### config.mk
export PLATFORM = sky130hd
export DESIGN_NAME = rr_mux_collector
export DESIGN_NICKNAME = d
export VERILOG_FILES = /design/src/rtl/rr_mux_pkg.sv /design/src/rtl/rr_arbiter.sv /design/src/rtl/rr_mux_collector.sv
export SDC_FILE = /design/constraint.sdc
export NUM_CORES = 1
export LEC_CHECK = 0
export ABC_CLOCK_PERIOD_IN_PS = 5700
export BUFFER_PORTS_ARGS = -buffer_cell sky130_fd_sc_hd__buf_4
export CAP_MARGIN = 0
export CORE_MARGIN = 3
export CORE_UTILIZATION = 30
export DETAILED_ROUTE_END_ITERATION = 10
export GPL_ROUTABILITY_DRIVEN = 0
export MAX_ROUTING_LAYER = met4
export SETUP_SLACK_MARGIN = 0.4
export SYNTH_ARGS = -nofsm -noshare
export SYNTH_HDL_FRONTEND = slang
export SYNTH_SLANG_ARGS = --single-unit
### constraint.sdc
create_clock -name clk -period 5.7 [get_ports clk]
set_clock_uncertainty 0.1 [all_clocks]
set_input_delay 0.855 -clock clk [delete_from_list [all_inputs] [get_ports clk]]
set_output_delay 0.855 -clock clk [all_outputs]
set_load 0.005 [all_outputs]
### src/rtl/rr_mux_pkg.sv
// rr_mux_pkg: shared constants for the round-robin N:1 collector.
//   NUM_CH_DEF / DATA_W_DEF : default channel count and word width
//   clog2_ch()              : channel-index width helper (minimum 1 bit)
//   EMPTY / FULL            : output-stage state encoding (state == out_valid)
package rr_mux_pkg;

  localparam int NUM_CH_DEF = 4;
  localparam int DATA_W_DEF = 8;

  localparam logic EMPTY = 1'b0;
  localparam logic FULL  = 1'b1;

  // Smallest w with 2**w >= n, never below 1 so a 2-channel build still has an index bit.
  function automatic int clog2_ch(input int n);
    int w;
    w = 1;
    for (int i = 1; i < 31; i++) begin
      if ((32'sd1 << i) < n) begin
        w = i + 1;
      end else begin
        w = w;
      end
    end
    return w;
  endfunction

endpackage

### src/rtl/rr_arbiter.sv
// rr_arbiter: purely combinational one-hot arbiter.
//   req     [NUM_CH] : per-channel request
//   ptr     [CH_W]   : highest-priority channel this cycle (round-robin start)
//   gnt     [NUM_CH] : one-hot grant (all zero when no request)
//   gnt_idx [CH_W]   : binary index of the granted channel (0 when none)
//   any_gnt          : at least one request is granted
// Configuration macro RR_MUX_FIXED_PRIO_EN: when defined the lowest-index
// request always wins and ptr is ignored.
module rr_arbiter
  import rr_mux_pkg::*;
#(
  parameter int  NUM_CH = NUM_CH_DEF,
  localparam int CH_W   = clog2_ch(NUM_CH)
) (
  input  logic [NUM_CH-1:0] req,
  input  logic [CH_W-1:0]   ptr,
  output logic [NUM_CH-1:0] gnt,
  output logic [CH_W-1:0]   gnt_idx,
  output logic              any_gnt
);

`ifdef RR_MUX_FIXED_PRIO_EN
  // ptr has no role in fixed priority; fold it away explicitly.
  logic unused_ptr_s;
  assign unused_ptr_s = ^ptr;

  // Fixed priority: scan upward from channel 0, first request wins.
  always_comb begin
    logic [CH_W-1:0] idx_s;
    gnt     = '0;
    gnt_idx = '0;
    any_gnt = 1'b0;
    idx_s   = '0;
    for (int k = 0; k < NUM_CH; k++) begin
      idx_s = CH_W'(k);
      if (!any_gnt && req[idx_s]) begin
        gnt[idx_s] = 1'b1;
        gnt_idx    = idx_s;
        any_gnt    = 1'b1;
      end else begin
        any_gnt = any_gnt;
      end
    end
  end
`else
  // Round-robin: scan ptr, ptr+1, ... wrapping at NUM_CH (not a power of two
  // in general, so the wrap is an explicit subtract rather than a bit mask).
  always_comb begin
    int              cand_s;
    logic [CH_W-1:0] idx_s;
    gnt     = '0;
    gnt_idx = '0;
    any_gnt = 1'b0;
    cand_s  = 0;
    idx_s   = '0;
    for (int k = 0; k < NUM_CH; k++) begin
      cand_s = int'(ptr) + k;
      if (cand_s >= NUM_CH) begin
        cand_s = cand_s - NUM_CH;
      end else begin
        cand_s = cand_s;
      end
      idx_s = CH_W'(cand_s);
      if (!any_gnt && req[idx_s]) begin
        gnt[idx_s] = 1'b1;
        gnt_idx    = idx_s;
        any_gnt    = 1'b1;
      end else begin
        any_gnt = any_gnt;
      end
    end
  end
`endif

endmodule

### src/rtl/rr_mux_collector.sv
// rr_mux_collector: N:1 time-multiplexing collector with one registered
// output stage and a valid/ready handshake on both sides.
//   clk, rst          : rising-edge clock, asynchronous active-high reset
//   in_valid [NUM_CH] : per-channel request
//   in_data           : NUM_CH words, channel i at [i*DATA_W +: DATA_W]
//   in_ready [NUM_CH] : one-hot (or zero) take strobe for the granted channel
//   out_valid         : output register holds a word
//   out_data [DATA_W] : collected word
//   out_ch   [CH_W]   : source channel of out_data
//   out_ready         : consumer accepts the word
// Configuration macro RR_MUX_FIXED_PRIO_EN: when defined the round-robin
// pointer is removed and the lowest-index valid channel always wins.
module rr_mux_collector
  import rr_mux_pkg::*;
#(
  parameter int  NUM_CH = NUM_CH_DEF,
  parameter int  DATA_W = DATA_W_DEF,
  localparam int CH_W   = clog2_ch(NUM_CH)
) (
  input  logic                     clk,
  input  logic                     rst,
  input  logic [NUM_CH-1:0]        in_valid,
  input  logic [NUM_CH*DATA_W-1:0] in_data,
  output logic [NUM_CH-1:0]        in_ready,
  output logic                     out_valid,
  output logic [DATA_W-1:0]        out_data,
  output logic [CH_W-1:0]          out_ch,
  input  logic                     out_ready
);

  logic              state_r;
  logic              state_next_s;
  logic              load_s;
  logic              transfer_s;
  logic [NUM_CH-1:0] gnt_s;
  logic [CH_W-1:0]   gnt_idx_s;
  logic              any_gnt_s;
  logic [NUM_CH-1:0] in_ready_s;
  logic [DATA_W-1:0] sel_data_s;
  logic [DATA_W-1:0] out_data_r;
  logic [CH_W-1:0]   out_ch_r;
  logic [CH_W-1:0]   ptr_s;

`ifdef RR_MUX_FIXED_PRIO_EN
  assign ptr_s = '0;
`else
  logic [CH_W-1:0] ptr_r;
  assign ptr_s = ptr_r;

  // Round-robin pointer: one past the last winner, moves only on a transfer.
  always_ff @(posedge clk or posedge rst) begin
    if (rst) begin
      ptr_r <= '0;
    end else if (transfer_s) begin
      if (gnt_idx_s == CH_W'(NUM_CH - 1)) begin
        ptr_r <= '0;
      end else begin
        ptr_r <= gnt_idx_s + CH_W'(1);
      end
    end else begin
      ptr_r <= ptr_r;
    end
  end
`endif

  rr_arbiter #(
    .NUM_CH (NUM_CH)
  ) u_arb (
    .req     (in_valid),
    .ptr     (ptr_s),
    .gnt     (gnt_s),
    .gnt_idx (gnt_idx_s),
    .any_gnt (any_gnt_s)
  );

  // The stage can accept a word when it is empty or being drained this cycle.
  assign load_s     = (state_r == EMPTY) || out_ready;
  assign transfer_s = |(in_valid & in_ready_s);

  // One-hot word select driven by the grant vector.
  always_comb begin
    sel_data_s = '0;
    for (int i = 0; i < NUM_CH; i++) begin
      if (gnt_s[i]) begin
        sel_data_s = in_data[i*DATA_W +: DATA_W];
      end else begin
        sel_data_s = sel_data_s;
      end
    end
  end

  // State register: EMPTY/FULL is exactly out_valid.
  always_ff @(posedge clk or posedge rst) begin
    if (rst) begin
      state_r <= EMPTY;
    end else begin
      state_r <= state_next_s;
    end
  end

  // Next state: any transfer fills the stage; a drain without refill empties it.
  always_comb begin
    state_next_s = state_r;
    case (state_r)
      EMPTY: begin
        if (transfer_s) begin
          state_next_s = FULL;
        end else begin
          state_next_s = EMPTY;
        end
      end
      FULL: begin
        if (transfer_s) begin
          state_next_s = FULL;
        end else if (out_ready) begin
          state_next_s = EMPTY;
        end else begin
          state_next_s = FULL;
        end
      end
      default: state_next_s = EMPTY;
    endcase
  end

  // Handshake outputs: grant is gated by load, and forced low while in reset.
  always_comb begin
    in_ready_s = '0;
    if (rst) begin
      in_ready_s = '0;
    end else if (load_s) begin
      in_ready_s = gnt_s;
    end else begin
      in_ready_s = '0;
    end
  end

  // Output word/channel register: loads on transfer, otherwise keeps stale value.
  always_ff @(posedge clk or posedge rst) begin
    if (rst) begin
      out_data_r <= '0;
      out_ch_r   <= '0;
    end else if (transfer_s) begin
      out_data_r <= sel_data_s;
      out_ch_r   <= gnt_idx_s;
    end else begin
      out_data_r <= out_data_r;
      out_ch_r   <= out_ch_r;
    end
  end

  assign in_ready  = in_ready_s;
  assign out_valid = (state_r == FULL);
  assign out_data  = out_data_r;
  assign out_ch    = out_ch_r;

endmodule

==> impl_metrics.sql, run 1 <==
INSERT INTO impl_metrics (metric_group, metric, value, unit) VALUES
('sta', 'hold_viol_final', '0', ''),
('power', 'internal-power', '564', 'uW'),
('synthesis', 'syn_area_per_cell', '8.22', 'um2'),
('die', 'pin_count', '54', ''),
('worst_setup_path', 'cp_data_arrival_time', '3610', 'ps'),
('clock_tree', 'tritoncts.num_buffers', '3', ''),
('synthesis', 'async_flop_share', '1.00', ''),
('global_routing', 'largest_net_degree_at_the_start_of_global_routing', '21', ''),
('die', 'fp.dieArea', '5810', 'um2'),
('synthesis', 'synth_seq_area_share', '0.220', ''),
('clock_tree', 'clkTransAtPathRegs', '50', 'ps'),
('global_routing', 'gr-usage-all-layers', '0.146', ''),
('synthesis', 'dominantRegCellSynth', 'sky130_fd_sc_hd__dfrtp_1', ''),
('sta', 'fmax', '219', 'MHz'),
('die', 'floorplan.core_area', '4560', 'um2'),
('sta', 'grt_setup_unrepaired', 'false', ''),
('power', 'leakage_power', '0.000827', 'uW'),
('power', 'vdd.ir_drop.worst', '0.190', 'mV'),
('sta', 'setup-tns-final', '0', 'ps'),
('sta', 'max-slew-margin-rel', '0.499', ''),
('status', 'run_status', 'complete, no violations', ''),
('sta', 'slew_viol_final', '0', ''),
('routing', 'route.detailed.drc', '0', ''),
('synthesis', 'seq_cells_post_synth', '13', ''),
('routing', 'initialDrtViolationCount', '75', ''),
('global_routing', 'grt_pass1_wl', '6780', 'um'),
('layout', 'layout_commonest_cell', 'sky130_fd_sc_hd__buf_4', ''),
('hold_path', 'min_path_cells', '1', ''),
('placement', 'dpl.hpwl', '3180', 'um'),
('clock_tree', 'clkLatencyLatePin', '240', 'ps'),
('global_routing', 'gr-total-overflow', '0', ''),
('layout', 'final_core_utilization', '0.425', ''),
('global_routing', 'antenna_found_initial', '0', ''),
('clock_tree', 'cts.htree.levels', '1', ''),
('flow_run', 'cap_violations', '0', ''),
('power', 'power_density', '561', 'nW/um2'),
('placement', 'dp.cells', '287', ''),
('routing', 'ant_nets', '0', ''),
('sta', 'post-route-period-util', '0.801', ''),
('power', 'power_frac_comb', '0.743', ''),
('layout', 'postLayoutCellArea', '1940', 'um2'),
('sta', 'transition_time_at_the_pin_with_the_least_slew_margin', '732', 'ps'),
('layout', 'layout.filler_cells', '486', ''),
('die', 'floorplan.initialDensity', '0.324', ''),
('die', 'die_width', '76.2', 'um'),
('layout', 'most-common-layout-cells', 'sky130_fd_sc_hd__buf_4 (55), sky130_fd_sc_hd__nor2_1 (28), sky130_fd_sc_hd__nand2_1 (24)', ''),
('routing', 'vias', '1496', ''),
('clock_tree', 'post-cts-setup-buffers', '0', ''),
('synthesis', 'syn_inst', '180', ''),
('sta', 'report.final.setup_viol', '0', ''),
('die', 'die_extent_in_y', '76.2', 'um'),
('synthesis', 'post_synthesis_net_count', '224', ''),
('sta', 'finalCriticalPeriod', '4560', 'ps'),
('placement', 'post_dp_cell_area', '1890', 'um2'),
('clock_tree', 'cts.sink_count', '13', ''),
('routing', 'routed_wirelength', '4100', 'um'),
('synthesis', 'yosys_warnings', '0', ''),
('layout', 'post_layout_nets', '271', ''),
('power', 'p_sw_frac', '0.481', ''),
('clock_tree', 'postCtsResizedCells', '0', ''),
('worst_setup_path', 'critical_path_source_type', 'register', ''),
('hold_path', 'min_path_type', 'register to register', ''),
('synthesis', 'syn_area', '1480', 'um2'),
('layout', 'instances_no_fill', '291', ''),
('synthesis', 'synth_cell_types', '51', ''),
('layout', 'num_antenna_cells', '0', ''),
('routing', 'dr.pass1.iters', '4', ''),
('power', 'p_seq_frac', '0.181', ''),
('global_routing', 'first_global_vias', '1374', ''),
('clock_tree', 'ctsLongestPathBuffers', '2', ''),
('clock_tree', 'cts_tree', 'yes', '');
[final timing paths]
kind                                           end                  start  slack, ps
min in group asynchronous    out_ch[1]$_DFFE_PP0P_                    rst        540
max reg2reg                out_data[4]$_DFFE_PP0P_               register       1790
min reg2reg                  out_ch[0]$_DFFE_PP0P_  out_ch[0]$_DFFE_PP0P_        380
min                          out_ch[0]$_DFFE_PP0P_  out_ch[0]$_DFFE_PP0P_        380
max in group asynchronous  out_data[4]$_DFFE_PP0P_                    rst       4610
max                                    in_ready[2]               register       1140
[power groups by stage]
stage          clock network, uW  registers [uW]  logic [uW]
2_1_floorplan                  0             174         646
3_3_place_gp                   0             200         802
3_5_place_dp                   0             200         806
4_1_cts                     84.5             198         808
5_1_grt                     87.1             210         892
6_report                    81.8             197         808
[state kept, by name, indices dropped and copies added, names as in the netlist, named ones only]
name	cells
out_data	8
out_ch	2
ptr_r	1
out_valid	1
[area by class of cell]
class	count	area [um2]	share of cell area
Tap cell	65	81.3	0.0420
Clock buffer	4	45.0	0.0232
Multi-Input combinational cell	147	1050	0.540
Timing Repair Buffer	55	413	0.213
Inverter	7	26.3	0.0136
Sequential cell	13	325	0.168
[per-stage QoR]
| stage | setup WS, ps | hold slack [ps] |
|---|---|---|
| after floorplan | 2130 | 383 |
| after global placement | 1440 | 384 |
| after detailed placement | 1420 | 380 |
| after CTS | 1130 | 392 |
| after global routing | 841 | 402 |
| final | 1140 | 383 |
[cells by family after synthesis]
logic type,count (synthesis),share of synthesized area
AOI/OAI and AO/OA,49,0.309
xor gates and xnor gates,2,0.0118
adders and majority gates,5,0.0423
buffers and inverters,20,0.0727
DFF,13,0.220
muxes,6,0.0592
and+or+nand+nor,85,0.286
[cells in the mapped netlist (2+ instances only)]
cell / count / share of area
sky130_fd_sc_hd__a211oi_1: 3 / 0.015
sky130_fd_sc_hd__nor2_1: 28 / 0.071
sky130_fd_sc_hd__buf_2: 5 / 0.017
sky130_fd_sc_hd__inv_1: 6 / 0.015
sky130_fd_sc_hd__nor2b_1: 2 / 0.0085
sky130_fd_sc_hd__a211oi_4: 2 / 0.027
sky130_fd_sc_hd__buf_4: 3 / 0.015
sky130_fd_sc_hd__nand2b_1: 5 / 0.021
sky130_fd_sc_hd__a31oi_2: 8 / 0.068
sky130_fd_sc_hd__ha_1: 5 / 0.042
sky130_fd_sc_hd__o21ai_0: 3 / 0.010
sky130_fd_sc_hd__nand2_1: 24 / 0.061
sky130_fd_sc_hd__or3b_1: 2 / 0.012
sky130_fd_sc_hd__a31oi_1: 5 / 0.021
sky130_fd_sc_hd__dfrtp_1: 13 / 0.22
sky130_fd_sc_hd__a21oi_1: 2 / 0.0068
sky130_fd_sc_hd__nor3_1: 2 / 0.0068
sky130_fd_sc_hd__a22oi_1: 4 / 0.020
sky130_fd_sc_hd__buf_6: 2 / 0.015
sky130_fd_sc_hd__nand3_1: 11 / 0.037
sky130_fd_sc_hd__mux2i_1: 2 / 0.014
sky130_fd_sc_hd__nand3b_1: 2 / 0.010
sky130_fd_sc_hd__clkbuf_1: 3 / 0.0076
sky130_fd_sc_hd__mux4_2: 2 / 0.030
sky130_fd_sc_hd__a311o_1: 8 / 0.054
sky130_fd_sc_hd__o211ai_1: 3 / 0.015
[routing by layer]
metal  track usage  wire, um  vias to the layer above
met5             -         0                        -
met4        0.0688       108                        0
met3        0.0142       143                        8
met2         0.225      1970                       31
met1         0.192      1880                      697
li1              -         -                      760
[critical path: stages, from the launching register on]
cell                       delay, ps
sky130_fd_sc_hd__dfrtp_1         730
sky130_fd_sc_hd__inv_1           290
sky130_fd_sc_hd__ha_1            510
sky130_fd_sc_hd__mux4_2          620
sky130_fd_sc_hd__nor2b_4         170
sky130_fd_sc_hd__a22o_1          220
sky130_fd_sc_hd__a211oi_4        550
sky130_fd_sc_hd__nor2_1          110
sky130_fd_sc_hd__buf_4           160
(Power assumes the default switching activity.)
==> run 2: changes to the inputs <==
--- a/config.mk
+++ b/config.mk
@@ -5,7 +5,8 @@
 export SDC_FILE = /design/constraint.sdc
 export NUM_CORES = 1
 export LEC_CHECK = 0
-export ABC_CLOCK_PERIOD_IN_PS = 5700
+export ABC_AREA = 1
+export ABC_CLOCK_PERIOD_IN_PS = 4300
 export BUFFER_PORTS_ARGS = -buffer_cell sky130_fd_sc_hd__buf_4
 export CAP_MARGIN = 0
 export CORE_MARGIN = 3
==> constraint.sdc (replaced) <==
create_clock -name clk -period 4.3 [get_ports clk]
set_clock_uncertainty 0.1 [all_clocks]
set_input_delay 0.645 -clock clk [delete_from_list [all_inputs] [get_ports clk]]
set_output_delay 0.645 -clock clk [all_outputs]
set_load 0.005 [all_outputs]
==> run 2 against run 1 <==
  * Clock power is 33% higher
  * Power up 49%
  * Routed wire length decreased by 4.4%
  * Via count is 5.0% higher
  * Global-route usage shrank 0.22 points
  * Register-to-register slack worse by 540 ps
  * Combinational power rose by 58%
  * Hold slack lost 40 ps
  * Sequential power grew 19%
  * Die area decreased by 0.69%
  * Count of clock-buffer cells in the layout unchanged
==> impl_metrics.sql, run 2 <==
INSERT INTO impl_metrics (metric_group, metric, value, unit) VALUES
('global_routing', 'gr-total-overflow', '0', ''),
('die', 'floorplan.core_area', '4530', 'um2'),
('die', 'fp-row-count', '24', ''),
('synthesis', 'synth_seq_area_share', '0.221', ''),
('worst_setup_path', 'critical_path_fanouts_max', '13', ''),
('placement', 'buffer_ports.inserted', '53', ''),
('synthesis', 'syn_inst', '231', ''),
('clock_tree', 'cts.sink_count', '13', ''),
('power', 'power_density', '839', 'nW/um2'),
('sta', 'fmax', '288', 'MHz'),
('sta', 'transition_time_at_the_pin_with_the_least_slew_margin', '632', 'ps'),
('clock_tree', 'ctsLongestPathBuffers', '2', ''),
('die', 'die_extent_in_y', '76.0', 'um'),
('synthesis', 'dominantRegCellSynth', 'sky130_fd_sc_hd__dfrtp_1', ''),
('clock_tree', 'post-cts-setup-buffers', '0', ''),
('synthesis', 'synth_cell_types', '26', ''),
('synthesis', 'post_synthesis_net_count', '275', ''),
('routing', 'vias', '1571', ''),
('die', 'pin_count', '54', ''),
('worst_setup_path', 'critical_path_class', 'register to output pin', ''),
('layout', 'layout_commonest_cell', 'sky130_fd_sc_hd__nand2_1', ''),
('clock_tree', 'tritoncts.num_buffers', '3', ''),
('routing', 'ant_nets', '0', ''),
('clock_tree', 'hold_buffers', '0', ''),
('clock_tree', 'cts_tree', 'yes', ''),
('routing', 'initialDrtViolationCount', '34', ''),
('die', 'fp.dieArea', '5770', 'um2'),
('sta', 'slew_viol_final', '0', ''),
('sta', 'max-slew-margin-rel', '0.577', ''),
('placement', 'post_dp_cell_area', '1890', 'um2'),
('worst_setup_path', 'cp_data_arrival_time', '2720', 'ps'),
('sta', 'hold_viol_final', '0', ''),
('worst_setup_path', 'timing.critical_path.required', '3560', 'ps'),
('worst_setup_path', 'worst_path_cell_chain', 'inv_2 > ha_1 > inv_1 > nand3_1 > nand2_1 > nor2_4 > nand3_1 > nand3_1 > nand2_1 > inv_1 > buf_4', ''),
('routing', 'route.detailed.drc', '0', ''),
('die', 'floorplan.initialDensity', '0.324', ''),
('routing', 'routed_wirelength', '3930', 'um'),
('worst_setup_path', 'setup.worst_path.end_class', 'output pin', ''),
('global_routing', 'gr-usage-all-layers', '0.144', ''),
('status', 'run_status', 'complete, no violations', ''),
('global_routing', 'first_global_vias', '1449', ''),
('synthesis', 'async_flop_share', '1.00', ''),
('global_routing', 'grt_pass1_wl', '6820', 'um'),
('synthesis', 'yosys_warnings', '0', ''),
('routing', 'via_per_inst', '4.54', ''),
('synthesis', 'synthTopCellsByArea', 'sky130_fd_sc_hd__nand2_1 (24%), sky130_fd_sc_hd__dfrtp_1 (22%), sky130_fd_sc_hd__nand3_2 (12%), sky130_fd_sc_hd__inv_1 (7.4%), sky130_fd_sc_hd__a21oi_1 (5.8%)', ''),
('worst_setup_path', 'timing.critical_path.mode_cell', 'sky130_fd_sc_hd__nand3_1', ''),
('placement', 'dpl.hpwl', '3110', 'um'),
('hold_path', 'min_path_type', 'primary input to async pin', ''),
('sta', 'finalCriticalPeriod', '3470', 'ps'),
('synthesis', 'syn_area_per_cell', '6.36', 'um2'),
('layout', 'drive_gt1_frac', '0.327', ''),
('layout', 'num_antenna_cells', '0', ''),
('synthesis', 'yosys.area.top_type', 'sky130_fd_sc_hd__nand2_1', ''),
('synthesis', 'synth_most_common_cell', 'sky130_fd_sc_hd__nand2_1', ''),
('worst_setup_path', 'critical_path.slowest_cell', 'sky130_fd_sc_hd__dfrtp_1', ''),
('synthesis', 'syn_area', '1470', 'um2'),
('layout', 'largest_reg_flops', '8', ''),
('clock_tree', 'cts.htree.levels', '1', ''),
('worst_setup_path', 'critical_path_source_type', 'register', ''),
('sta', 'grt_setup_unrepaired', 'false', ''),
('layout', 'postLayoutCellArea', '1930', 'um2'),
('layout', 'post_layout_nets', '326', ''),
('power', 'leakage_power', '0.00110', 'uW'),
('synthesis', 'synth.top_cells.by_count', 'sky130_fd_sc_hd__nand2_1 (93), sky130_fd_sc_hd__inv_1 (29), sky130_fd_sc_hd__nand3_2 (18)', ''),
('clock_tree', 'postCtsResizedCells', '0', ''),
('worst_setup_path', 'largest_stage_delay_worst_path', '610', 'ps'),
('synthesis', 'post_synth_edffs', '0', ''),
('routing', 'dr.pass1.iters', '4', ''),
('clock_tree', 'clock_root_buffer_master', 'sky130_fd_sc_hd__clkbuf_8', ''),
('layout', 'layout.filler_cells', '468', ''),
('layout', 'syn2layout_area_growth', '31.7', '%'),
('synthesis', 'seq_cells_post_synth', '13', ''),
('global_routing', 'largest_net_degree_at_the_start_of_global_routing', '19', ''),
('synthesis', 'synth_top_area_frac', '0.238', ''),
('sta', 'report.final.setup_viol', '0', ''),
('flow_run', 'cap_violations', '0', ''),
('layout', 'most-common-layout-cells', 'sky130_fd_sc_hd__nand2_1 (93), sky130_fd_sc_hd__buf_4 (53), sky130_fd_sc_hd__inv_1 (29)', ''),
('routing', 'detail_route.wl_per_cell', '11.3', 'um'),
('sta', 'setup-tns-final', '0', 'ps'),
('power', 'vdd.ir_drop.worst', '0.468', 'mV'),
('clock_tree', 'clkLatencyLatePin', '240', 'ps'),
('clock_tree', 'clkTransAtPathRegs', '60', 'ps'),
('global_routing', 'antenna_found_initial', '0', ''),
('sta', 'post-route-period-util', '0.807', ''),
('die', 'die_width', '76.0', 'um');
run 2: metrics by stage:
stage | cells | hold WS (ps) | worst slack, ps | utilization | power, uW
3_3_place_gp | 342 | 373 | 1230 | 0.417 | 1510
3_5_place_dp | 342 | 370 | 1120 | 0.417 | 1520
4_1_cts | 346 | 367 | 846 | 0.427 | 1630
2_1_floorplan | 231 | 372 | 1600 | - | 1260
5_1_grt | 346 | 390 | 535 | 0.427 | 1830
6_report | 346 | 343 | 831 | 0.427 | 1620
run 2: layout make-up:
type                    instances  area [um2]  share of cell area
multi-input cells             177         957               0.495
repair buffers                 53         398               0.206
flip-flops and latches         13         325               0.168
inverters                      34         128              0.0660
well taps                      65        81.3              0.0420
clock buffers                   4        45.0              0.0233
run 2: final timing paths:
check                                        start                 endpoint  slack, ps  depth (start not counted)
max                                       register              in_ready[1]        830                         11
min                                            rst  out_data[5]$_DFFE_PP0P_        340                          2
max reg2reg                               register                 register       1250                         14
min reg2reg                out_data[4]$_DFFE_PP0P_  out_data[4]$_DFFE_PP0P_        380                          2
max in group asynchronous                      rst                async pin       3410                          2
min in group clk           out_data[4]$_DFFE_PP0P_  out_data[4]$_DFFE_PP0P_        380                          2
run 2: power by group:
part / internal (uW) / leakage (uW) / total, uW / switching (uW)
Clock: 65.4 / 0.0000228 / 109 / 43.3
Sequential: 183 / 0.000164 / 235 / 51.2
Combinational: 459 / 0.000917 / 1280 / 820
Total: 708 / 0.00110 / 1620 / 914
run 2: kinds of logic after synthesis:
family                     Yosys count  synth area share
AOI/OAI and AO/OA                   28             0.106
xor gates and xnor gates             1           0.00596
adders and majority gates            5            0.0426
buffers and inverters               41             0.127
DFF                                 13             0.221
and+or+nand+nor                    143             0.497
run 2: critical path, delay by kind of cell (launching register included):
kind          cells  cell delay [ps]
fa+ha+maj         1              390
buf+inv           4              460
flops             1              610
simple gates      6             1020
run 2: per-layer routing:
| metal | up-vias | GRT usage | part of all wire |
|---|---|---|---|
| met4 | 0 | 0.0163 | 0.0036 |
| met3 | 2 | 0.0378 | 0.081 |
| met1 | 694 | 0.199 | 0.46 |
| li1 | 825 | - | - |
| met5 | - | - | 0 |
| met2 | 50 | 0.218 | 0.45 |
